==> src/rtl/apb_pkg.sv <==
// rtl/apb_pkg.sv - shared types and constants for the APB wait-state completer
package apb_pkg;

  typedef enum logic [1:0] {
    IDLE   = 2'd0,
    SETUP  = 2'd1,
    ACCESS = 2'd2
  } state_t;

  localparam logic [7:0] ADDR_ERRCNT  = 8'hFE;
  localparam logic [7:0] ADDR_XFERCNT = 8'hFF;
  localparam int         CNT_W        = 4;

endpackage

==> src/rtl/apb_wait_ctrl.sv <==
// rtl/apb_wait_ctrl.sv - APB phase tracking FSM and wait-state counter
module apb_wait_ctrl
  import apb_pkg::*;
#(
  parameter int WAIT_CYCLES = 2
) (
  input  logic   clk,
  input  logic   resetn,
  input  logic   sel,
  input  logic   enable,
  output state_t state,
  output logic   ready,
  output logic   complete
);

  state_t             state_q;
  state_t             state_d;
  state_t             phase;
  logic [CNT_W-1:0]   cnt;

  always_ff @(posedge clk) begin
    if (!resetn) begin
      state_q <= IDLE;
      cnt     <= '0;
    end else begin
      state_q <= state_d;
      if (phase == SETUP) begin
        cnt <= CNT_W'(WAIT_CYCLES);
      end else if (phase == ACCESS && cnt != '0) begin
        cnt <= cnt - CNT_W'(1);
      end
    end
  end

  // state_q records the phase of the cycle just ended; the current phase
  // is resolved from it and the live bus so ACCESS is seen in its first cycle
  always_comb begin
    phase = IDLE;
    if (sel) begin
      if (!enable) begin
        phase = SETUP;
      end else if (state_q == SETUP || state_q == ACCESS) begin
        phase = ACCESS;
      end
    end
    state_d = (phase == ACCESS && cnt == '0) ? IDLE : phase;
  end

  always_comb begin
    state    = phase;
    ready    = (phase == ACCESS) && (cnt == '0);
    complete = ready;
  end

endmodule

==> src/rtl/apb_wait_completer.sv <==
// rtl/apb_wait_completer.sv - APB completer with wait states, register file and status counters
// Optional error reporting and ERRCNT register enabled by APB_COMPLETER_ERR_EN.
module apb_wait_completer
  import apb_pkg::*;
#(
  parameter int DEPTH       = 64,
  parameter int WAIT_CYCLES = 2
) (
  input  logic       PCLK,
  input  logic       PRESETn,
  input  logic       PSEL,
  input  logic       PENABLE,
  input  logic       PWRITE,
  input  logic [7:0] PADDR,
  input  logic [7:0] PWDATA,
  output logic [7:0] PRDATA,
  output logic       PREADY,
  output logic       PSLVERR
);

  localparam int         AW      = $clog2(DEPTH);
  localparam logic [7:0] DEPTH_B = 8'(DEPTH);

  logic [7:0]    mem [0:DEPTH-1];
  logic [7:0]    xfer_cnt;
  logic [AW-1:0] idx;
  state_t        state;
  logic          complete;
  logic          commit;
  logic          is_mem;
  logic          is_xfer;
  logic          legal;

  apb_wait_ctrl #(
    .WAIT_CYCLES (WAIT_CYCLES)
  ) u_ctrl (
    .clk      (PCLK),
    .resetn   (PRESETn),
    .sel      (PSEL),
    .enable   (PENABLE),
    .state    (state),
    .ready    (PREADY),
    .complete (complete)
  );

  assign idx     = PADDR[AW-1:0];
  assign is_mem  = PADDR < DEPTH_B;
  assign is_xfer = PADDR == ADDR_XFERCNT;
  assign commit  = complete && (state == ACCESS);

`ifdef APB_COMPLETER_ERR_EN
  logic [7:0] err_cnt;
  logic       is_errcnt;

  assign is_errcnt = PADDR == ADDR_ERRCNT;
  assign legal     = PWRITE ? is_mem : (is_mem || is_xfer || is_errcnt);
  assign PSLVERR   = PREADY && !legal;

  always_ff @(posedge PCLK) begin
    if (!PRESETn) begin
      err_cnt <= '0;
    end else if (commit && !legal && err_cnt != 8'hFF) begin
      err_cnt <= err_cnt + 8'd1;
    end
  end
`else
  assign legal   = PWRITE ? is_mem : (is_mem || is_xfer);
  assign PSLVERR = 1'b0;
`endif

  // Counters and memory move only on the completing edge; aborts leave them alone
  always_ff @(posedge PCLK) begin
    if (!PRESETn) begin
      for (int i = 0; i < DEPTH; i++) begin
        mem[i] <= '0;
      end
      xfer_cnt <= '0;
    end else if (commit) begin
      if (PWRITE && is_mem) begin
        mem[idx] <= PWDATA;
      end
      xfer_cnt <= xfer_cnt + 8'd1;
    end
  end

  always_comb begin
    PRDATA = '0;
    if (PREADY && !PWRITE && legal) begin
      if (is_mem) begin
        PRDATA = mem[idx];
      end else if (is_xfer) begin
        PRDATA = xfer_cnt;
      end
`ifdef APB_COMPLETER_ERR_EN
      else begin
        PRDATA = err_cnt;
      end
`endif
    end
  end

endmodule

==> config.mk <==
export PLATFORM = sky130hd
export DESIGN_NAME = apb_wait_completer
export DESIGN_NICKNAME = d
export VERILOG_FILES = /design/src/rtl/apb_pkg.sv /design/src/rtl/apb_wait_ctrl.sv /design/src/rtl/apb_wait_completer.sv
export SDC_FILE = /design/constraint.sdc
export NUM_CORES = 1
export LEC_CHECK = 0
export CORE_AREA = 2 2 236 238
export DETAILED_ROUTE_END_ITERATION = 8
export DIE_AREA = 0 0 238 240
export GPL_ROUTABILITY_DRIVEN = 0
export SLEW_MARGIN = 20
export SYNTH_ARGS = -nofsm -noshare
export SYNTH_HDL_FRONTEND = slang
export SYNTH_SLANG_ARGS = --single-unit
==> constraint.sdc <==
create_clock -name PCLK -period 5.4 [get_ports PCLK]
set_input_delay 0.54 -clock PCLK [delete_from_list [all_inputs] [get_ports PCLK]]
set_output_delay 0.54 -clock PCLK [all_outputs]
set_load 0.02 [all_outputs]
==> results of run 1 <==
[cell type report]
type,count,area (um2),share of cell area (%)
tap,704,880.8,3.243
antenna,1,2.502,0.009214
sequential,526,15660,57.64
timing repair buffer,114,975.9,3.593
clock buffer,71,1479,5.446
multi-input combinational,1165,7998,29.45
inverter,5,18.77,0.06911
clock inverter,28,148.9,0.5482
[routing by layer]
| metal | vias up | wire, um |
|---|---|---|
| met5 | - | 13 |
| met4 | 2 | 1872 |
| met3 | 109 | 5221 |
| met2 | 610 | 29570 |
| met1 | 7583 | 28580 |
| li1 | 6923 | - |
[metrics by stage]
stage | total power (W) | worst slack (ns) | utilization [%]
after floorplan | 0.005100 | 2.494 | -
after global placement | 0.005369 | 0.5810 | 46.70
after detailed placement | 0.005378 | 0.5409 | 46.70
after CTS | 0.008845 | 0.5475 | 49.68
after global routing | 0.009050 | 0.2909 | 49.68
final | 0.008804 | 0.3645 | 49.68
[sequential cells by signal (all words and copies together), names as in the netlist]
register / flops
xfer_cnt: 8
u_ctrl.cnt: 4
mem: 512
u_ctrl.state_q: 2
[worst max-delay path: stages]
cell and delay [ns]:
clkdlybuf4s50_1 0.93, or2_2 0.75, o22ai_1 0.33, a21oi_1 0.25
o22ai_1 0.13, nor4_1 0.78, o21ai_0 0.17, clkdlybuf4s50_1 0.58
[logic make-up (layout without fill, tap and decap cells)]
logic type               after synthesis  in the layout  share of synthesized area [%]
AND/OR/NAND/NOR                      669            669                          16.36
flip-flops                           526            526                          64.38
AO/OA/AOI/OAI                        354            354                          10.44
buffers and inverters                171            218                          2.820
multiplexers                         128            128                          5.475
XOR/XNOR                              10             10                         0.3602
adder cells (fa/ha/maj)                3              3                         0.1544
other                                  1              2                        0.01542
[layout by cell type (no fill, tap or decap), drive strengths merged, types with 3 or more instances in the layout]
| cell | synthesis | final |
|---|---|---|
| o22a | 9 | 9 |
| a21oi | 54 | 54 |
| nand2 | 29 | 29 |
| o21ai | 72 | 72 |
| a221o | 102 | 102 |
| ha | 3 | 3 |
| buf | 43 | 95 |
| nor3 | 6 | 6 |
| xor2 | 8 | 8 |
| nand3b | 3 | 3 |
| o21a | 8 | 8 |
| and2 | 513 | 513 |
| nand4 | 5 | 5 |
| nor2 | 81 | 81 |
| nand2b | 4 | 4 |
| dfxtp | 14 | 14 |
| nor4 | 8 | 8 |
| mux2i | 124 | 124 |
| clkdlybuf4s50 | 0 | 19 |
| nand3 | 6 | 6 |
| edfxtp | 512 | 512 |
| clkinv | 0 | 25 |
| inv | 5 | 5 |
| mux4 | 4 | 4 |
| or3 | 3 | 3 |
| a221oi | 20 | 20 |
| o22ai | 82 | 82 |
| clkbuf | 123 | 71 |
[final timing paths]
path	from	to	slack, ns	cells after the start
setup / recovery	PADDR[1]	PRDATA[1]	0.36	8
hold reg to reg	u_ctrl.cnt[2]$_SDFFE_PP0P_	u_ctrl.cnt[2]$_SDFFE_PP0P_	0.51	2
setup reg to reg	u_ctrl.cnt[0]$_SDFFE_PP0P_	mem[5][2]$_SDFFCE_PN0P_	1.95	9
hold / removal	u_ctrl.cnt[2]$_SDFFE_PP0P_	u_ctrl.cnt[2]$_SDFFE_PP0P_	0.51	2
[power groups by stage]
stage,combinational (W),clock (W),sequential (W)
2_1_floorplan,0.000374,0,0.00473
3_3_place_gp,0.000622,0,0.00475
3_5_place_dp,0.000627,0,0.00475
4_1_cts,0.000630,0.00355,0.00466
5_1_grt,0.000672,0.00370,0.00468
6_report,0.000634,0.00351,0.00466
==> flow_summary.json, run 1 <==
{
  "yosys_warnings": 0,
  "dp.cells": 2514,
  "drt-total-wl_um": 65250,
  "io_pins": 31,
  "yosysUniqueCellTypes": 49,
  "synth_common_cells": "513 x and2_1, 512 x edfxtp_1, 124 x mux2i_1",
  "seq_power_share_pct": 53.0,
  "dpl-instance-area_um2": 25530,
  "crit_fanout": 31,
  "die_h_um": 240,
  "ctsHtreeMaxLevel": 2,
  "finalSetupTns_ns": 0,
  "clockBufferDepth": 3,
  "dr_total_vias": 15230,
  "synth_nets": 1886,
  "comb_power_share_pct": 7.2,
  "finalHoldViolations": 0,
  "synth_most_common_cell": "and2_1",
  "use_met2_pct": 35.51,
  "synth_edf_count": 512,
  "slew_violations": 0,
  "hp-class": "flip-flop to flip-flop",
  "cp-end-kind": "output port",
  "ctsResizeCount": 0,
  "wl_per_cell_um": 24.96,
  "overflow": 0,
  "root_buffer": "clkbuf_16",
  "die-area_um2": 57120,
  "max_slew_margin_pct": 29.10,
  "cts_setup_buffers": 0,
  "cts_buffers": 54,
  "cp.arrival_ns": 4.50,
  "die_w_um": 238,
  "timing.final.crit_share_pct": 93.25,
  "rsz0062_at_grt": "false",
  "p_int_w": 0.006772,
  "tightest_slew_ns": 1.052,
  "grt_max_degree": 80,
  "synth_ff_type": "edfxtp_1",
  "port_buffers": 29,
  "fin_nets": 1890,
  "cts_tree": "done",
  "critical_path_class": "primary input to output port",
  "fin_crit_ns": 5.035,
  "start_util_pct": 44.49,
  "setup_viol": 0,
  "avgViaCountPerCell": 5.825,
  "fmax_ghz": 0.1986,
  "firstDrtPassIters": 5,
  "rows": 86,
  "startpoint_type": "primary input",
  "ir_drop_mv": 0.2223,
  "postSynthAreaPerCell_um2": 13.06,
  "yosysSeqAreaShare_pct": 64.38,
  "top_usage_layer": "met2",
  "grt_pass1_wl_um": 96780,
  "yosysTopAreaCell": "edfxtp_1",
  "fin_cells": 2614,
  "grt_usage_pct": 23.03,
  "final_cell_area_um2": 27160,
  "cts_sinks": 526,
  "drtAntennaViolNets": 0,
  "clock_power_share_pct": 39.8,
  "p_leak_nw": 9.838,
  "hpwlAfterDp_um": 40340,
  "ys_top_cells_by_area": "edfxtp_1 63%, and2_1 13%, mux2i_1 5.1%, a221o_1 4.2%, o22ai_1 2.1%",
  "drive_above_1_share_pct": 9.953,
  "insertion_delay_ns": 0.62,
  "netlist_instances": 1862,
  "synth-seq-cells": 526,
  "drt_iter0_markers": 1779,
  "core_um2": 54660,
  "netlist.area_leader.share_pct": 63.23,
  "fin_skew_ns": 0.008989,
  "p_switching_w": 0.002033,
  "grtUsageMet3_pct": 4.546,
  "cp.required_ns": 4.86,
  "antenna_found_initial": 1,
  "finalHoldWorstSlack_ns": 0.5137,
  "hold_buffers": 0,
  "drv_cap": 0,
  "synth-async-reset-ratio_pct": 0,
  "nFillCells": 4674,
  "status": "finished, final reports clean",
  "power_density_nw_per_um2": 324.2,
  "switching_share_pct": 23.09,
  "syn_area_um2": 24320,
  "grt_util_met1_pct": 32.61,
  "drc": 0,
  "syn2layout_area_growth_pct": 11.68,
  "clk_pin_slew_worst_paths_ns": 0.06,
  "grt_pass1_vias": 14730
}
(Power assumes the default switching activity.)
==> inputs of run 2 (changes only) <==
--- a/config.mk
+++ b/config.mk
@@ -5,6 +5,7 @@
 export SDC_FILE = /design/constraint.sdc
 export NUM_CORES = 1
 export LEC_CHECK = 0
+export CAP_MARGIN = 25
 export CORE_AREA = 2 2 236 238
 export DETAILED_ROUTE_END_ITERATION = 8
 export DIE_AREA = 0 0 238 240
==> run 2 against run 1 <==
  * Final area rose by 0.54%
  * First-iteration DRC count fell by 3.1%
  * Fmax rose by 0.11%
  * Via count rose by 0.11%
  * Utilization rose by 0.27 points
  * Worst hold slack got worse by 0.0046 ns
  * Sequential power barely moved
  * Final cell count rose by 0.15%
  * Highest routed layer unchanged
==> flow_summary.json, run 2 (synthesized netlist as in run 1, its figures left out) <==
{
  "die-area_um2": 57120,
  "insertion_delay_ns": 0.60,
  "dp.cells": 2519,
  "antenna_found_initial": 2,
  "clk_pin_slew_worst_paths_ns": 0.06,
  "timing.final.crit_share_pct": 93.15,
  "reg2reg_depth": 9,
  "fin_skew_ns": 0.01562,
  "hp-class": "flip-flop to flip-flop",
  "largestRegisters": "mem x512, xfer_cnt x8, u_ctrl.cnt x4",
  "cts_setup_buffers": 0,
  "grt_pass1_vias": 14940,
  "setup_viol": 0,
  "grt_usage_pct": 23.11,
  "cts_sinks": 526,
  "cts_buffers": 54,
  "wl_per_cell_um": 24.91,
  "seq_area_um2": 15660,
  "nFillCells": 4685,
  "tightest_slew_ns": 1.091,
  "cp-end-kind": "output port",
  "ctsResizeCount": 0,
  "largest_reg_flops": 512,
  "drc": 0,
  "startpoint_type": "primary input",
  "drive_above_1_share_pct": 10.40,
  "finalHoldViolations": 0,
  "rows": 86,
  "regMostFlops": "mem",
  "drt_iter0_markers": 1724,
  "syn2layout_area_growth_pct": 12.29,
  "antennaDiodeCount": 0,
  "die_h_um": 240,
  "crit_fanout": 31,
  "rsz0062_at_grt": "false",
  "core_um2": 54660,
  "cp.required_ns": 4.86,
  "ir_drop_mv": 0.2417,
  "firstDrtPassIters": 6,
  "die_w_um": 238,
  "fin_nets": 1897,
  "drv_cap": 0,
  "start_util_pct": 44.49,
  "fmax_ghz": 0.1988,
  "avgViaCountPerCell": 5.822,
  "drt-total-wl_um": 65210,
  "hold_depth": 2,
  "max_slew_margin_pct": 27.10,
  "root_buffer": "clkbuf_16",
  "fin_crit_ns": 5.030,
  "clockBufferDepth": 3,
  "grt_max_degree": 80,
  "cts_tree": "done",
  "power_density_nw_per_um2": 331.5,
  "p_leak_nw": 9.918,
  "critical_path_class": "primary input to output port",
  "fin_cells": 2618,
  "io_pins": 31,
  "final_util_pct": 49.95,
  "cp.arrival_ns": 4.49,
  "overflow": 0,
  "port_buffers": 29,
  "finalSetupTns_ns": 0,
  "dr_total_vias": 15240,
  "hpwlAfterDp_um": 40430,
  "multi_input_area_um2": 7998,
  "ctsHtreeMaxLevel": 2,
  "status": "finished, final reports clean",
  "hold_buffers": 0,
  "finalPower_w": 0.009051,
  "drtAntennaViolNets": 0,
  "final_cell_mix": "512 x and2_1, 512 x edfxtp_1, 124 x mux2i_1",
  "grt_pass1_wl_um": 97530,
  "slew_violations": 0
}
[run 2: cell types whose count changed in the layout (fill, tap and decap cells not counted)]
cell        before  now
clkinv_4         0    2
bufinv_16        1    7
o21ai_1         18   12
clkinv_1        17   15
inv_6            0    1
clkinv_2         8    4
clkinvlp_4       2    1
clkbuf_16       57   55
diode_2          1    0
o21ai_0         54   60
clkbuf_1        14   12
buf_2            9   16
[run 2: cell type report]
class	instances	area share, %
clock buffer	67	5.206
clock inverter	30	1.173
inverter	5	0.06873
multi-input combinational	1165	29.29
sequential	526	57.33
tap	704	3.226
timing repair buffer	121	3.703
[run 2: worst paths after layout]
kind / from / to / slack, ns
setup / recovery: PADDR[1] / PRDATA[1] / 0.37
setup reg to reg: u_ctrl.cnt[0]$_SDFFE_PP0P_ / mem[34][2]$_SDFFCE_PN0P_ / 1.89
hold reg to reg: u_ctrl.cnt[2]$_SDFFE_PP0P_ / u_ctrl.cnt[2]$_SDFFE_PP0P_ / 0.51
hold / removal: u_ctrl.cnt[2]$_SDFFE_PP0P_ / u_ctrl.cnt[2]$_SDFFE_PP0P_ / 0.51
[run 2: critical path, cell delays in order]
cell             delay [ns]
clkdlybuf4s50_1        0.95
or2_2                  0.74
o22ai_1                0.31
a21oi_1                0.25
o22ai_1                0.13
nor4_1                 0.76
o21ai_0                0.20
clkdlybuf4s50_1        0.58
[run 2: where the power goes]
| group | switching, W | total (W) | internal (W) |
|---|---|---|---|
| logic | 0.000434 | 0.000636 | 0.000202 |
| clock network | 0.00156 | 0.00375 | 0.00219 |
| registers | 0.0000520 | 0.00466 | 0.00461 |
[run 2: layer usage]
metal | share of wire [%] | GRT usage [%] | wire length, um | vias up
met5 | 0.041 | 0 | 27 | -
met4 | 3.1 | 8.144 | 1992 | 4
met3 | 7.9 | 4.558 | 5125 | 104
met2 | 46 | 35.79 | 29760 | 614
met1 | 43 | 32.58 | 28300 | 7583
li1 | - | - | - | 6938
[run 2: metrics by stage]
stage	hold slack [ns]	setup WS, ns	area, um2
after CTS	0.5097	0.5084	27290
after global routing	0.5330	0.2477	27300
after detailed placement	0.5018	0.5043	25550
after global placement	0.4842	0.5810	25530
after floorplan	0.4665	2.494	24320
final	0.5091	0.3699	27300
